[src/rtl/krgen_stream.sv]
`default_nettype none
// ============================================================================
// krgen_stream : streaming Ling group pseudo-carry (k) / group propagate (r)
//                generator over a SPAN-bit window, multi-beat packets
// Revision     : 1.0
// ============================================================================
module krgen_stream #(
    parameter int WIDTH = 64,
    parameter int SPAN  = 4,
    parameter int LAT   = 1
) (
    input  logic             clk,
    input  logic             rst,
    input  logic             in_valid,
    output logic             in_ready,
    input  logic             in_first,
    input  logic             in_last,
    input  logic [WIDTH-1:0] g,
    input  logic [WIDTH-1:0] p,
    output logic             out_valid,
    input  logic             out_ready,
    output logic             out_first,
    output logic             out_last,
    output logic             out_seq_err,
    output logic [WIDTH-1:0] k,
    output logic [WIDTH-1:0] r
);
    localparam int HW = SPAN - 1;
    localparam int XW = WIDTH + HW;
    localparam int PW = 2 * WIDTH + 3;

    typedef enum logic [0:0] {
        ST_IDLE  = 1'b0,
        ST_INPKT = 1'b1
    } state_t;

    state_t           state_q;
    logic [HW-1:0]    hg_q;
    logic [HW-1:0]    hp_q;

    logic             accept;
    logic             start;
    logic             seq_err;
    logic [XW-1:0]    xg;
    logic [XW-1:0]    xp;
    logic [WIDTH-1:0] k_d;
    logic [WIDTH-1:0] r_d;
    logic             term;
    logic [LAT-1:0]   adv;
    logic [LAT-1:0]   vld_all;

    assign accept  = in_valid & in_ready;
    // A beat arriving in IDLE always opens a packet, flagged if in_first was missing.
    assign start   = (state_q == ST_IDLE) | in_first;
    assign seq_err = (state_q == ST_IDLE) & ~in_first;

    assign xg = {g, start ? {HW{1'b0}} : hg_q};
    assign xp = {p, start ? {HW{1'b1}} : hp_q};

    always_comb begin
        k_d  = '0;
        r_d  = '0;
        term = 1'b0;
        for (int i = 0; i < WIDTH; i++) begin
            r_d[i] = &xp[i +: SPAN];
            for (int j = 0; j < SPAN; j++) begin
                term = xg[i + HW - j];
                for (int m = 1; m < j; m++) begin
                    term = term & xp[i + HW - m];
                end
                k_d[i] = k_d[i] | term;
            end
        end
    end

    always_ff @(posedge clk or posedge rst) begin
        if (rst) begin
            state_q <= ST_IDLE;
            hg_q    <= '0;
            hp_q    <= '1;
        end else if (accept) begin
            state_q <= in_last ? ST_IDLE : ST_INPKT;
            hg_q    <= g[WIDTH-1 -: HW];
            hp_q    <= p[WIDTH-1 -: HW];
        end
    end

    // Stage s may load whenever any stage from s up to the output has a hole.
    always_comb begin
        adv = '0;
        for (int s = 0; s < LAT; s++) begin
            adv[s] = out_ready;
            for (int t = s; t < LAT; t++) begin
                if (!vld_all[t]) begin
                    adv[s] = 1'b1;
                end
            end
        end
    end

    assign in_ready = adv[0];

    generate
        for (genvar s = 0; s < LAT; s++) begin : g_stage
            logic          vin;
            logic [PW-1:0] din;
            logic          vld_q;
            logic [PW-1:0] dat_q;

            if (s == 0) begin : g_head
                assign vin = accept;
                assign din = {k_d, r_d, start, in_last, seq_err};
            end else begin : g_body
                assign vin = g_stage[s-1].vld_q;
                assign din = g_stage[s-1].dat_q;
            end

            always_ff @(posedge clk or posedge rst) begin
                if (rst) begin
                    vld_q <= 1'b0;
                    dat_q <= '0;
                end else if (adv[s]) begin
                    vld_q <= vin;
                    if (vin) begin
                        dat_q <= din;
                    end
                end
            end

            assign vld_all[s] = vld_q;
        end
    endgenerate

    assign out_valid = vld_all[LAT-1];
    assign {k, r, out_first, out_last, out_seq_err} = g_stage[LAT-1].dat_q;

endmodule
`default_nettype wire

[config.mk]
export PLATFORM = sky130hd
export DESIGN_NAME = krgen_stream
export DESIGN_NICKNAME = d
export VERILOG_FILES = /design/src/rtl/krgen_stream.sv
export SDC_FILE = /design/constraint.sdc
export NUM_CORES = 1
export LEC_CHECK = 0
export CORE_MARGIN = 10
export CORE_UTILIZATION = 43
export CTS_CLUSTER_SIZE = 12
export DETAILED_ROUTE_END_ITERATION = 16
export HOLD_SLACK_MARGIN = 0.1
export PLACE_DENSITY = 0.8
export SETUP_SLACK_MARGIN = 0.3
export SLEW_MARGIN = 15
export SYNTH_ARGS = -nofsm -noshare
export SYNTH_HDL_FRONTEND = slang
export SYNTH_SLANG_ARGS = --single-unit
[constraint.sdc]
create_clock -name clk -period 6.1 [get_ports clk]
set_clock_uncertainty 0.1 [all_clocks]
set_input_delay 1.22 -clock clk [delete_from_list [all_inputs] [get_ports clk]]
set_output_delay 1.22 -clock clk [all_outputs]
set_load 0.005 [all_outputs]
==> impl_metrics.toml <==
[status]
status = "complete, no violations"

[pwr]
seqPwrFrac = 0.396
ir_drop_mv = 0.202
p_sw_mw = 0.663
powerDensity_nw_per_um2 = 271
clkPwrFrac = 0.416
share_comb_of_total_power = 0.188
p_leak_nw = 3.88
switching_share = 0.250
p_int_mw = 1.99

[cts]
insertion_delay_ns = 0.42
root_buffer = "clkbuf_16"
cts_tree = "yes"
clock_sinks = 139
numCtsBuffers = 17
post_cts_buffers = 0
holdBufCountCts = 0
cts_htree_levels = 4
clk_pin_slew_ns = 0.06
clock_path_buffers = 2
post_cts_resized = 0

[placement]
dp_slack_ns = 1.86
dp_hpwl_um = 16700
place.gp.congestion = 0.884
numPortBuffers = 266
placed_cell_area_um2 = 9170

[synthesis]
netlist_top_cells_area = "dfrtp_1, o21ai_0, a31oi_1"
synth_enable_flop_cells = 0
synth_flop_cell = "dfrtp_1"
yosysTopAreaCellShare = 0.526
synth_area_um2 = 6470
syn_avg_cell_area_um2 = 10.2
synth-seq-area-share = 0.538
synthCells = 633
synthDistinctLibCells = 37
synth.net_count = 767
synth_area_leader_cell = "dfrtp_1"
yosys_warnings = 0
synth_seq_cells = 139
async_flop_share = 1.00

[sta]
finalCritPeriodShare = 0.696
setup_tns_ns = 0
max_freq_mhz = 235
relSlewSlack = 0.418
max_slew.worst_pin.slew_ns = 0.873
fin_ws_ns = 1.85
min_period_ns = 4.25
final-hold-violation-count = 0
drv_slew = 0
rsz0062_at_grt = "false"
setup_viol = 0

[layout]
nets = 1022
syn2layout_area_growth_pct = 51.6
final_cell_area_um2 = 9810
final_cell_mix = "clkdlybuf4s50_1, dfrtp_1, o21ai_0, a21oi_1, a31oi_1"
fillCellCount = 1158
n_antenna_cell = 0
drive_above_1_share = 0.0888
layout_commonest_cell = "clkdlybuf4s50_1"

[setup_path]
path_buf_inv = 3
crit_start = "out_ready"
crit_path_start_kind = "input pin"
slowest_stage = "and2b_4"
crit_path_cell_trace = "clkdlybuf4s50_1 -> and2b_4 -> inv_2 -> clkdlybuf4s50_1"
crit_type = "in -> out"
crit_top_cell = "clkdlybuf4s50_1"
slowest_delay_ns = 0.75
critPathCaptureType = "primary output"
arrival_ns = 2.93
path_delay_family = "buffers and inverters"
crit_required_ns = 4.78
crit_fanout = 66
reg2reg_from = "out_valid"

[route]
wl_per_cell_um = 21.6
vias = 6370
drt-pass1-iter-count = 5
ant_nets = 0
drt-total-wl_um = 23500
drtIter0Drc = 460
drc = 0
vias_per_cell = 5.87

[global_routing]
track_usage = 0.222
first_global_vias = 6309
grt_pass1_wl_um = 35900
antenna_found_initial = 0
overflow = 0
grt_max_degree = 98

[floorplan]
start_util = 0.442
rows = 44
dieArea_um2 = 20400
ios = 267
die_h_um = 143
die_w_um = 143
placeableCoreArea_um2 = 14600

[min_path]
hp-class = "reg -> reg"
hold_start = "g_stage[0].dat_q[66]"

[run]
cap_violations = 0
[final timing paths]
kind,end,slack [ns],cells past startpoint
hold reg to reg,g_stage[0].dat_q[66],0.40,2
min in group asynchronous,g_stage[0].dat_q[116],1.26,2
setup reg to reg,g_stage[0].dat_q[21],3.24,6
hold / removal,g_stage[0].dat_q[66],0.40,2
setup / recovery,in_ready,1.85,4
max in group asynchronous,hp_q[1],3.52,3
[through the flow]
step | power [mW] | utilization | hold slack, ns | std cells
finish | 2.66 | 0.670 | 0.404 | 1085
global route | 2.76 | 0.670 | 0.421 | 1085
CTS | 2.67 | 0.670 | 0.409 | 1085
detailed placement | 1.56 | 0.626 | 0.383 | 1053
global placement | 1.55 | 0.626 | 0.387 | 1053
floorplan | 1.24 | - | 0.370 | 633
[tightest hold or removal path: cells and delay by family, from the launching register on]
family	cells	cell delay [ns]
AO/OA/AOI/OAI	2	0.14
flip-flops	1	0.33
[layer usage]
| layer | vias up | global-route usage | routed length [um] |
|---|---|---|---|
| met5 | - | 0 | 0 |
| met4 | 0 | 0.0651 | 321 |
| met3 | 24 | 0.0640 | 1760 |
| met2 | 296 | 0.375 | 12000 |
| met1 | 3136 | 0.270 | 9430 |
| li1 | 2914 | - | - |
[kinds of logic (layout without fill, tap and decap cells)]
| kind of cell | after synthesis | after routing | synth area share |
|---|---|---|---|
| AO/OA/AOI/OAI | 292 | 292 | 0.249 |
| flip-flops | 139 | 139 | 0.538 |
| AND/OR/NAND/NOR | 101 | 101 | 0.0864 |
| buffers and inverters | 66 | 334 | 0.0536 |
| multiplexers | 35 | 35 | 0.0725 |
[flip-flops by register name, summed over array words and instances (netlist names)]
signal,flops
g_stage.dat_q,131
out_valid,1
hp_q,3
hg_q,3
state_q,1
[cells in the mapped netlist (3+ instances only)]
library cell	instances
a211oi_1	4
a21o_1	5
a21oi_1	64
a22o_1	8
a31oi_1	59
buf_12	3
buf_2	15
clkbuf_1	9
clkbuf_2	5
dfrtp_1	136
dfstp_2	3
inv_1	29
mux2_2	15
mux2_4	20
nand2_1	3
nand3_1	5
nand4_1	54
nor2_1	28
nor3_1	5
o21ai_0	134
o21ai_1	10
o2bb2ai_1	4
[power by group through the flow]
stage                     clock (mW)  sequential [mW]  combinational [mW]
after floorplan                    0             1.06               0.173
after global placement             0             1.06               0.493
after detailed placement           0             1.06               0.498
after CTS                       1.12             1.05               0.502
after global routing            1.16             1.06               0.537
final                           1.11             1.05               0.500
[final cells by class]
cell class              instances  area (um2)  share of cell area
flip-flops and latches        139        3480               0.355
clock inverters                10         163              0.0166
inverters                      31         124              0.0126
multi-input cells             428        2640               0.269
clock buffers                  22         474              0.0483
repair buffers                271        2700               0.275
well taps                     184         230              0.0235
(Power assumes the default switching activity.)
